[config.mk]
export PLATFORM = sky130hd
export DESIGN_NAME = game_sequencer
export DESIGN_NICKNAME = d
export VERILOG_FILES = /design/src/rtl/game_sequencer.sv
export SDC_FILE = /design/constraint.sdc
export NUM_CORES = 1
export LEC_CHECK = 0
export ABC_AREA = 0
export CAP_MARGIN = 30
export CORE_UTILIZATION = 32
export DETAILED_ROUTE_END_ITERATION = 7
export PLACE_DENSITY_LB_ADDON = 0.08
export RECOVER_POWER = 50
export SETUP_SLACK_MARGIN = 0.5
export SYNTH_ARGS = -nofsm -noshare
export SYNTH_HDL_FRONTEND = slang
export SYNTH_SLANG_ARGS = --single-unit
export TNS_END_PERCENT = 30
[constraint.sdc]
create_clock -name clk_100MHz -period 6.4 [get_ports clk_100MHz]
set_input_delay 0.96 -clock clk_100MHz [delete_from_list [all_inputs] [get_ports clk_100MHz]]
set_output_delay 0.96 -clock clk_100MHz [all_outputs]
set_load 0.01 [all_outputs]
[src/rtl/game_sequencer.sv]
// Game flow controller: leaderboard -> select -> get-ready -> play -> win/lost -> leaderboard.
// Also latches the difficulty limits and the finishing score.
module game_sequencer #(
  parameter int TICK_DIV       = 100_000_000,
  parameter int GET_READY_TIME = 5,
  parameter int DELAY_TIME     = 3,
  parameter int EASY_LIMIT     = 7,
  parameter int MED_LIMIT      = 5,
  parameter int HARD_LIMIT     = 3
) (
  input  logic       clk_100MHz,
  input  logic       reset,
  input  logic       start,
  input  logic       sel_done,
  input  logic [1:0] selection,
  input  logic       win,
  input  logic [3:0] min_10s,
  input  logic [3:0] min_1s,
  input  logic [3:0] sec_10s,
  input  logic [3:0] sec_1s,
  output logic [2:0] screen_sel,
  output logic       game_clk_reset,
  output logic       sel_reset,
  output logic [3:0] ready_sec,
  output logic [3:0] lost_min,
  output logic [3:0] critical_min,
  output logic [3:0] warn_min,
  output logic [9:0] score,
  output logic       score_valid
);

  localparam int TW = (TICK_DIV > 1) ? $clog2(TICK_DIV) : 1;

  typedef enum logic [2:0] {
    LEADER = 3'd0,
    SELECT = 3'd1,
    READY  = 3'd2,
    PLAY   = 3'd3,
    WIN    = 3'd4,
    LOST   = 3'd5
  } state_t;

  state_t        state, state_nxt;
  logic [TW-1:0] tick_cnt;
  logic          tick;
  logic [3:0]    hold_cnt;
  logic [3:0]    limit_sel;
  logic [7:0]    elapsed;
  logic [13:0]   total;
  logic [9:0]    score_sat;

  assign tick      = (tick_cnt == TW'(TICK_DIV - 1));
  assign elapsed   = ({4'd0, min_10s} * 8'd10) + {4'd0, min_1s};
  assign total     = ({6'd0, elapsed} * 14'd60) + ({10'd0, sec_10s} * 14'd10) + {10'd0, sec_1s};
  assign score_sat = (total > 14'd1023) ? 10'd1023 : total[9:0];

  always_comb begin
    case (selection)
      2'd1:    limit_sel = 4'(MED_LIMIT);
      2'd2:    limit_sel = 4'(HARD_LIMIT);
      default: limit_sel = 4'(EASY_LIMIT);
    endcase
  end

  always_ff @(posedge clk_100MHz) begin
    if (reset) state <= LEADER;
    else       state <= state_nxt;
  end

  // Win is tested before the time limit so a simultaneous finish counts as a win.
  always_comb begin
    state_nxt = state;
    case (state)
      LEADER:   if (start) state_nxt = SELECT;
      SELECT:   if (sel_done) state_nxt = READY;
      READY:    if (tick && ready_sec <= 4'd1) state_nxt = PLAY;
      PLAY: begin
        if (win)                          state_nxt = WIN;
        else if (elapsed >= {4'd0, lost_min}) state_nxt = LOST;
      end
      WIN, LOST: if (tick && hold_cnt <= 4'd1) state_nxt = LEADER;
      default:  state_nxt = LEADER;
    endcase
  end

  always_comb begin
    screen_sel     = state;
    game_clk_reset = (state != PLAY);
    sel_reset      = (state != SELECT);
  end

  // Divider restarts on every state change so each state sees a full first second.
  always_ff @(posedge clk_100MHz) begin
    if (reset) begin
      tick_cnt     <= '0;
      ready_sec    <= 4'd0;
      hold_cnt     <= 4'd0;
      lost_min     <= 4'd7;
      critical_min <= 4'd6;
      warn_min     <= 4'd5;
      score        <= 10'd0;
      score_valid  <= 1'b0;
    end else begin
      score_valid <= 1'b0;

      if (state_nxt != state || tick) tick_cnt <= '0;
      else                            tick_cnt <= tick_cnt + 1'b1;

      if (state == SELECT && sel_done) begin
        lost_min     <= limit_sel;
        critical_min <= limit_sel - 4'd1;
        warn_min     <= limit_sel - 4'd2;
        ready_sec    <= 4'(GET_READY_TIME);
      end else if (state == READY && tick && ready_sec != 4'd0) begin
        ready_sec <= ready_sec - 4'd1;
      end

      if (state == PLAY && win) begin
        score       <= score_sat;
        score_valid <= 1'b1;
      end

      if ((state_nxt == WIN || state_nxt == LOST) && state_nxt != state)
        hold_cnt <= 4'(DELAY_TIME);
      else if ((state == WIN || state == LOST) && tick && hold_cnt != 4'd0)
        hold_cnt <= hold_cnt - 4'd1;
    end
  end

endmodule

Word level (Yosys, flattened, before mapping)
Cells that the tools add are included.
{"block": "totals", "mem_bits_rw": 0, "out_inout_bits": 32, "reg_bits": 61, "romBits": 0, "in_bits": 23, "latchBits": 0, "memories": 0}
{"block": "classes", "n_eq_ne": 13, "n_lt_le_gt_ge": 4, "n_addsub": 8, "multipliers": 3, "n_reduce_logical": 21, "n_div": 0, "bitwise": 0, "n_shift": 0, "muxes": 14}
{"operator": "$add A27 B1 Y27 const B", "n": 1}
{"operator": "$eq A27 B27 Y1 const B", "n": 1}
{"operator": "$mux W3", "n": 8}
{"operator": "$pmux W3 S5", "n": 1}
{"operator": "$add A14 B4 Y14", "n": 1}
{"operator": "$add A14 B8 Y14", "n": 1}
{"operator": "$gt A14 B10 Y1 const B", "n": 1}
{"operator": "$mul A4 B3 Y7 const B", "n": 2}
{"operator": "$eq A3 B3 Y1 const B", "n": 4}
{"operator": "$mul A8 B4 Y12 const B", "n": 1}
{"operator": "$sub A4 B1 Y4 const B", "n": 3}
{"operator": "$mux W10", "n": 1}
{"operator": "$logic_and A1 B1 Y1", "n": 9}
{"operator": "$add A8 B4 Y8", "n": 1}
{"operator": "$ge A8 B4 Y1", "n": 1}
{"operator": "$le A4 B1 Y1 const B", "n": 2}
{"operator": "$reduce_bool A4 Y1", "n": 2}
{"operator": "$reduce_or A2 Y1", "n": 4}
{"operator": "$eq A3 B2 Y1 const B", "n": 2}
{"operator": "$pmux W3 S2", "n": 1}
{"operator": "$mux W2", "n": 2}
{"operator": "$reduce_bool A2 Y1", "n": 2}
{"operator": "$sub A4 B2 Y4 const B", "n": 1}
{"operator": "$eq A3 B1 Y1 const B", "n": 1}
{"operator": "8 further kinds", "n": 10}

Depth between registers and ports, before layout
Gate-level depths: netlist of run 1.
{"block": "logic_depth", "ltp_word": 10, "depth_mapped": 20, "ltp_nobuf": 20}

Worst setup path before layout of run 1
OpenSTA, ideal clock, no wires.
{"block": "synth_timing", "path_type": "input-to-reg", "startpoint": "in min_10s[0]", "endpoint": "reg score[4]", "setup_time_ns": 0.132, "path_buffers": 0, "required_ns": 6.268, "t_arrival_ns": 5.706, "stages": 18, "setup_slack_ns": 0.562, "cell_sequence": "ha_1 > ha_1 > a21oi_1 > nand2_1 > xnor2_1 > fa_1 > fa_1 > inv_1 > ha_1 > xor2_1 > ha_1 > ha_1 > o21a_1 > a21oi_1 > a211oi_1 > or4_4 > mux2i_4 > a31oi_1"}
{"block": "synth_between", "elab_chain_len": 7}
{"element": "from (decl)", "line": "17", "text": "input logic [3:0] min_10s,"}
{"element": "$mul A4 B3 Y7 (*)", "line": "53", "text": "assign elapsed = ({4'd0, min_10s} * 8'd10) + {4'd0, min_1s};"}
{"element": "$add A8 B4 Y8 (*)", "line": "53"}
{"element": "$mul A8 B4 Y12 (*)", "line": "54", "text": "assign total = ({6'd0, elapsed} * 14'd60) + ({10'd0, sec_10s} * 14'd10) + {10'd0, sec_1s};"}
{"element": "$add A14 B8 Y14 (*)", "line": "54"}
{"element": "$add A14 B4 Y14 (*)", "line": "54"}
{"element": "$gt A14 B10 Y1", "line": "55", "text": "assign score_sat = (total > 14'd1023) ? 10'd1023 : total[9:0];"}
{"element": "$mux W10 (*)", "line": "55"}
{"element": "to (signal assigned)", "line": "119", "text": "score <= score_sat;"}
{"element": "to (decl)", "line": "28", "text": "output logic [9:0] score,"}
Every way passes the cells marked *; elsewhere a longest branch is shown, timed or not.
A chain may end at the register's enable or synchronous reset.

Final worst setup path of run 1
{"block": "layout_timing", "startpoint": "in min_10s[3]", "endpoint": "reg score[9]"}
Same word-level chain as after synthesis.

==> results.json, run 1 <==
{
  "first_iter_violations": 154,
  "place_congestion": 0.7662,
  "synth.top_cell.area_share": 0.2509,
  "power_frac_seq": 0.125,
  "overflow": 0,
  "vias_per_cell": 4.795,
  "detailroute.via_count": 3587,
  "period_share": 0.8957,
  "ant_nets": 0,
  "power_leakage_uw": 0.002279,
  "power.density_mw_per_mm2": 499.8,
  "setup_violations": 0,
  "nFillCells": 1289,
  "fin_tns_setup_ns": 0,
  "p_total_uw": 2782,
  "diodes": 0,
  "syn_area_per_cell_um2": 8.618,
  "synth_top_cell_by_area": "dfxtp_1",
  "p_sw_uw": 1148,
  "seq_area_mm2": 0.001081,
  "first_pass_iters": 4,
  "fin_cells": 748,
  "synth_edf_count": 0,
  "wire_per_inst_um": 13.47,
  "synth_area_leaders": "dfxtp_1, ha_1, fa_1, xnor2_1, nor2_1",
  "synth-main-ff-cell": "dfxtp_1",
  "internal_power_uw": 1635,
  "p_sw_frac": 0.4125,
  "max_cap_viol_count": 0,
  "synthDistinctLibCells": 63,
  "drive_gt1_frac": 0.1503,
  "gr-usage-met1": 0.1975,
  "cp_slowest_cell": "or4_4",
  "start_util": 0.3267,
  "gr-usage-met3": 0.02713,
  "antenna_found_initial": 0,
  "clk_latency_ns": 0.29,
  "port_buffers": 49,
  "worst-path-buf-inv": 5,
  "dieHeight_um": 118.0,
  "start_kind": "input port",
  "ys_ff_latch": 54,
  "slew_viol_final": 0,
  "path_clk_slew_ns": 0.07,
  "cpPeakStageDelay_ns": 0.54,
  "cts_buffers": 5,
  "p_comb_frac": 0.764,
  "yosysSeqAreaShare": 0.2509,
  "path_cells": "dlygate4sd2_1 > ha_1 > ha_2 > fa_1 > xnor2_1 > inv_1 > fa_1 > fa_1 > inv_1 > ha_4 > a21o_2 > a21o_2 > or3_1 > o311a_1 > or4_4 > mux2i_4 > buf_6 > buf_12 > a31oi_4",
  "cts.sinks": 54,
  "fp.coreArea_mm2": 0.01319,
  "status": "finished, final reports clean",
  "cts_buffer_depth": 2,
  "drt_wl_total_um": 10080,
  "critPathArrivalTime_ns": 5.87,
  "critPathRequiredTime_ns": 6.54,
  "hold_viol": 0,
  "fin_crit_ns": 5.732,
  "startpoint": "min_10s[3]",
  "cts_root_buffer": "clkbuf_16",
  "cp_max_fo": 6,
  "ys_warn_count": 0,
  "grt_usage": 0.1529,
  "netlist_instances": 500,
  "dieArea_mm2": 0.01393,
  "first_global_vias": 3652,
  "crit_top_cell": "fa_1",
  "top_level_ports": 55,
  "r2r-start": "critical_min[1]",
  "ctsHoldBuffers": 0,
  "drcViolationCount": 0,
  "fin_nets": 661,
  "rsz0062_at_grt": "false",
  "tightest_slew_ns": 0.9113,
  "hold_path.class": "reg -> reg",
  "met2_usage": 0.2654,
  "fin_skew_ns": 0.004542,
  "synthArstFlopShare": 0,
  "h-tree-depth": 2,
  "cp_top_family": "adder cells",
  "multiInputGateArea_mm2": 0.003194,
  "synthesis.area_mm2": 0.004309,
  "grt_pass1_wl_um": 17460,
  "power.share.clock": 0.111,
  "peakVddDrop_uv": 332.6,
  "syn2layout_area_growth_pct": 29.18,
  "top_usage_layer": "met2",
  "die_w_um": 118.0,
  "max_freq_mhz": 174.5,
  "rows": 42,
  "dp.cells": 723,
  "end_kind": "flip-flop",
  "cts_tree": "built",
  "hold_start": "tick_cnt[0]",
  "criticalPathCategory": "in -> reg",
  "grt_max_degree": 28,
  "slew_headroom": 0.3925,
  "dpl.hpwl_um": 7771
}
-- logic make-up (layout without fill, tap and decap cells) --
group,after synthesis,after routing,share of synthesized area
AOI/OAI and AO/OA,92,92,0.1411
xor gates and xnor gates,48,48,0.09930
adders and majority gates,67,67,0.2224
buffers and inverters,60,129,0.06765
DFF,54,54,0.2509
muxes,4,4,0.01249
other,2,5,0.001743
and+or+nand+nor,173,173,0.2044
-- cells in the mapped netlist (3+ instances only) --
cell,instances
or2_2,3
or3_1,3
o21a_1,3
nand2_1,25
dfxtp_1,54
and2_1,4
buf_4,7
o21ai_0,12
o21bai_1,9
a31oi_1,10
a21o_1,5
nor4_1,3
xnor2_1,29
nor4b_1,6
ha_1,51
nand4_1,5
fa_1,16
nand2b_1,7
inv_1,43
a21o_2,4
nor3_1,11
buf_6,3
and3_1,3
nand3_1,18
nor2_1,67
a211oi_1,8
xor2_1,18
a21oi_1,25
nor3b_1,3
-- per-layer routing --
metal	wire [µm]	part of all wire
met4	108	0.011
met5	0	0
met2	4882	0.48
met3	308	0.031
met1	4777	0.47
-- path summary, 6_finish.rpt --
check,endpoint,slack (ns),depth (start not counted)
max,score[9],0.67,19
max reg2reg,tick_cnt[3],3.52,9
min reg2reg,tick_cnt[0],0.44,1
min,tick_cnt[0],0.44,1
-- per-stage QoR --
step           utilization  hold WS [ns]  cell area (µm²)  setup WS [ns]
2_1_floorplan            -        0.4107             4320         0.5620
3_3_place_gp        0.3781        0.4225             4987         0.1261
3_5_place_dp        0.3781        0.4337             4987        0.04506
4_1_cts             0.4139        0.4475             5459         0.5020
5_1_grt             0.4220        0.4608             5567         0.4605
6_report            0.4220        0.4440             5567         0.6678
-- sequential cells by signal (all words and copies together), names as in the netlist --
name / cells
warn_min: 3
tick_cnt: 27
score: 10
ready_sec: 4
hold_cnt: 4
screen_sel: 3
critical_min: 2
score_valid: 1
-- final cells by class --
class,count,share of cell area
Multi-Input combinational cell,389,0.5738
Clock buffer,6,0.02315
Timing Repair Buffer,77,0.1328
Tap cell,176,0.03956
Clock inverter,2,0.006743
Inverter,44,0.02967
Sequential cell,54,0.1942
-- power by group through the flow --
| stage | Combinational [µW] | Clock [µW] | Sequential (µW) |
|---|---|---|---|
| 6_report | 2130 | 307 | 348 |
| 4_1_cts | 1990 | 320 | 349 |
| 2_1_floorplan | 1150 | 0 | 356 |
| 3_5_place_dp | 1500 | 0 | 357 |
| 3_3_place_gp | 1490 | 0 | 356 |
| 5_1_grt | 2350 | 335 | 349 |
-- cell usage in the layout (no fill, tap or decap), drive strengths merged, types with 9 or more instances in the layout --
| cell type | n |
|---|---|
| a31oi | 10 |
| a21oi | 27 |
| nor2 | 67 |
| ha | 51 |
| o21ai | 13 |
| dfxtp | 54 |
| xnor2 | 30 |
| fa | 16 |
| clkdlybuf4s50 | 14 |
| nor3 | 11 |
| xor2 | 18 |
| inv | 44 |
| a21o | 9 |
| buf | 28 |
| a211oi | 9 |
| nand2 | 25 |
| o21bai | 9 |
| clkbuf | 9 |
| nand3 | 18 |
| dlygate4sd3 | 28 |
-- repair_timing --
| action | in CTS | in global routing |
|---|---|---|
| gates cloned | 1 | 0 |
| endpoints found under the setup margin | 10 | 10 |
| pin swaps | 18 | 20 |
| setup buffers | 13 | 3 |
| gates resized for setup | 28 | 30 |
| endpoints found under the hold margin | 0 | 0 |
No activity file was read; power rests on OpenSTA's default activity.
==> run 2: changes to the inputs <==
SKIP_LAST_GASP = 1   (was not set)
==> results of run 2 <==
Final layout, timing and power as in run 1 (identical DEF).
==> run 3: changes to the inputs <==
CORE_UTILIZATION = 40   (was 32)
SLEW_MARGIN = 20   (was not set)
==> run 3 against run 2 <==
Register-to-register slack better by 0.04 ns. Routed wire length decreased by 8.1%. Maximum frequency increased by 0.43%. Setup slack improved by 0.025 ns. Non-clock buffer count decreased by 11. Power down 12%.
==> results.json, run 3 (synthesis gave the netlist of run 1 again) <==
{
  "path_cells": "clkdlybuf4s50_1 > ha_4 > ha_4 > a21oi_2 > nand2_1 > xnor2_2 > fa_1 > fa_1 > inv_1 > ha_4 > xor2_1 > ha_1 > ha_4 > buf_6 > nand4_1 > o311a_1 > or4_4 > mux2i_4 > a31oi_1",
  "first_pass_iters": 4,
  "cp_max_fo": 5,
  "fin_tns_setup_ns": 0,
  "p_total_uw": 2444,
  "cts_buffers": 5,
  "p_comb_frac": 0.778,
  "power.density_mw_per_mm2": 458.9,
  "grt_pass1_wl_um": 15600,
  "internal_power_uw": 1387,
  "port_buffers": 49,
  "dieArea_mm2": 0.01119,
  "status": "finished, final reports clean",
  "fin_crit_ns": 5.707,
  "clk_latency_ns": 0.31,
  "multiInputGateArea_mm2": 0.003188,
  "layout_commonest_cell": "nor2_1",
  "drcViolationCount": 0,
  "crit_top_cell": "ha_4",
  "top_level_ports": 55,
  "rows": 37,
  "cts_root_buffer": "clkbuf_8",
  "cpPeakStageDelay_ns": 0.52,
  "critPathArrivalTime_ns": 5.88,
  "grt_usage": 0.1717,
  "p_sw_frac": 0.4324,
  "cts.sinks": 54,
  "detailroute.via_count": 3537,
  "start_util": 0.4155,
  "overflow": 0,
  "power.share.clock": 0.079,
  "nFillCells": 1018,
  "cts_tree": "built",
  "h-tree-depth": 2,
  "setup_violations": 0,
  "drt_wl_total_um": 9256,
  "fp.coreArea_mm2": 0.01037,
  "power_leakage_uw": 0.002208,
  "tightest_slew_ns": 0.8888,
  "vias_per_cell": 5.067,
  "hold_viol": 0,
  "path_clk_slew_ns": 0.10,
  "slew_viol_final": 0,
  "final_cell_mix": "nor2_1, dfxtp_1, inv_1, ha_1, dlygate4sd3_1",
  "critPathRequiredTime_ns": 6.57,
  "regToRegSetupSlack_ns": 3.56,
  "start_kind": "input port",
  "p_sw_uw": 1057,
  "largest_reg_flops": 27,
  "wire_per_inst_um": 13.26,
  "slew_headroom": 0.4074,
  "first_iter_violations": 106,
  "place_congestion": 0.7778,
  "hold_path.class": "reg -> reg",
  "max_freq_mhz": 175.2,
  "drive_gt1_frac": 0.1299,
  "largest_register": "tick_cnt",
  "cts_buffer_depth": 2,
  "peakVddDrop_uv": 451.0,
  "dpl.hpwl_um": 7222,
  "first_global_vias": 3407,
  "die_w_um": 105.8,
  "max_cap_viol_count": 0,
  "dieHeight_um": 105.8,
  "end_kind": "flip-flop",
  "seq_area_mm2": 0.001081,
  "fin_skew_ns": 0.01536,
  "diodes": 0,
  "ant_nets": 0,
  "period_share": 0.8918,
  "power_frac_seq": 0.142,
  "criticalPathCategory": "in -> reg",
  "syn2layout_area_growth_pct": 23.61,
  "reg.largest.list": "tick_cnt x27, score x10",
  "rsz0062_at_grt": "false",
  "cp_slowest_cell": "clkdlybuf4s50_1",
  "grt_max_degree": 28,
  "fin_nets": 651,
  "antenna_found_initial": 0
}
## run 3: per-layer routing
metal | global-route usage | up-vias | part of all wire
met3 | 0.02907 | 2 | 0.029
met1 | 0.2236 | 1654 | 0.49
met5 | 0 | - | 0
li1 | - | 1828 | -
met2 | 0.3011 | 53 | 0.48
met4 | 0.02679 | 0 | 0.0040
## run 3: timing repair
action / CTS / global route
resized for setup: 4 / 43
cloned: 1 / 0
setup buffers: 0 / 5
hold buffers: 0 / 0
pin swaps: 1 / 23
endpoints found under the setup margin: 10 / 10
## run 3: worst paths after layout
path,startpoint,end,cells after the start
max,min_10s[2],score[7],19
min,tick_cnt[0],tick_cnt[0],1
max reg2reg,critical_min[1],tick_cnt[3],9
min reg2reg,tick_cnt[0],tick_cnt[0],1
## run 3: cell type report
type,count,share of cell area
Inverter,44,0.03101
Multi-Input combinational cell,390,0.5985
Tap cell,136,0.03195
Clock inverter,3,0.003993
Sequential cell,54,0.2030
Clock buffer,5,0.01292
Timing Repair Buffer,66,0.1186
## run 3: critical path: cells and delay by family
| kind | cells | cell delay (ns) |
|---|---|---|
| and+or+nand+nor | 3 | 0.71 |
| muxes | 1 | 0.23 |
| xor gates and xnor gates | 2 | 0.38 |
| adders and majority gates | 7 | 2.32 |
| AOI/OAI and AO/OA | 3 | 0.61 |
| buffers and inverters | 3 | 0.68 |
## run 3: per-stage QoR
step / setup slack [ns] / cells / hold WS [ns] / utilization / instance area, µm²
floorplan: 0.5620 / 503 / 0.4107 / - / 4320
global placement: 0.1220 / 684 / 0.4228 / 0.4768 / 4945
detailed placement: 0.04768 / 684 / 0.4370 / 0.4768 / 4945
CTS: 0.5049 / 693 / 0.4568 / 0.4895 / 5076
global route: 0.4511 / 698 / 0.4669 / 0.5136 / 5326
finish: 0.6926 / 698 / 0.4487 / 0.5136 / 5326
## run 3: power groups by stage
stage	logic, µW	registers, µW	clock network (µW)
final	1900	348	194
after global routing	2130	349	217
after CTS	1560	348	203
after detailed placement	1500	356	0
after global placement	1490	356	0
after floorplan	1150	356	0
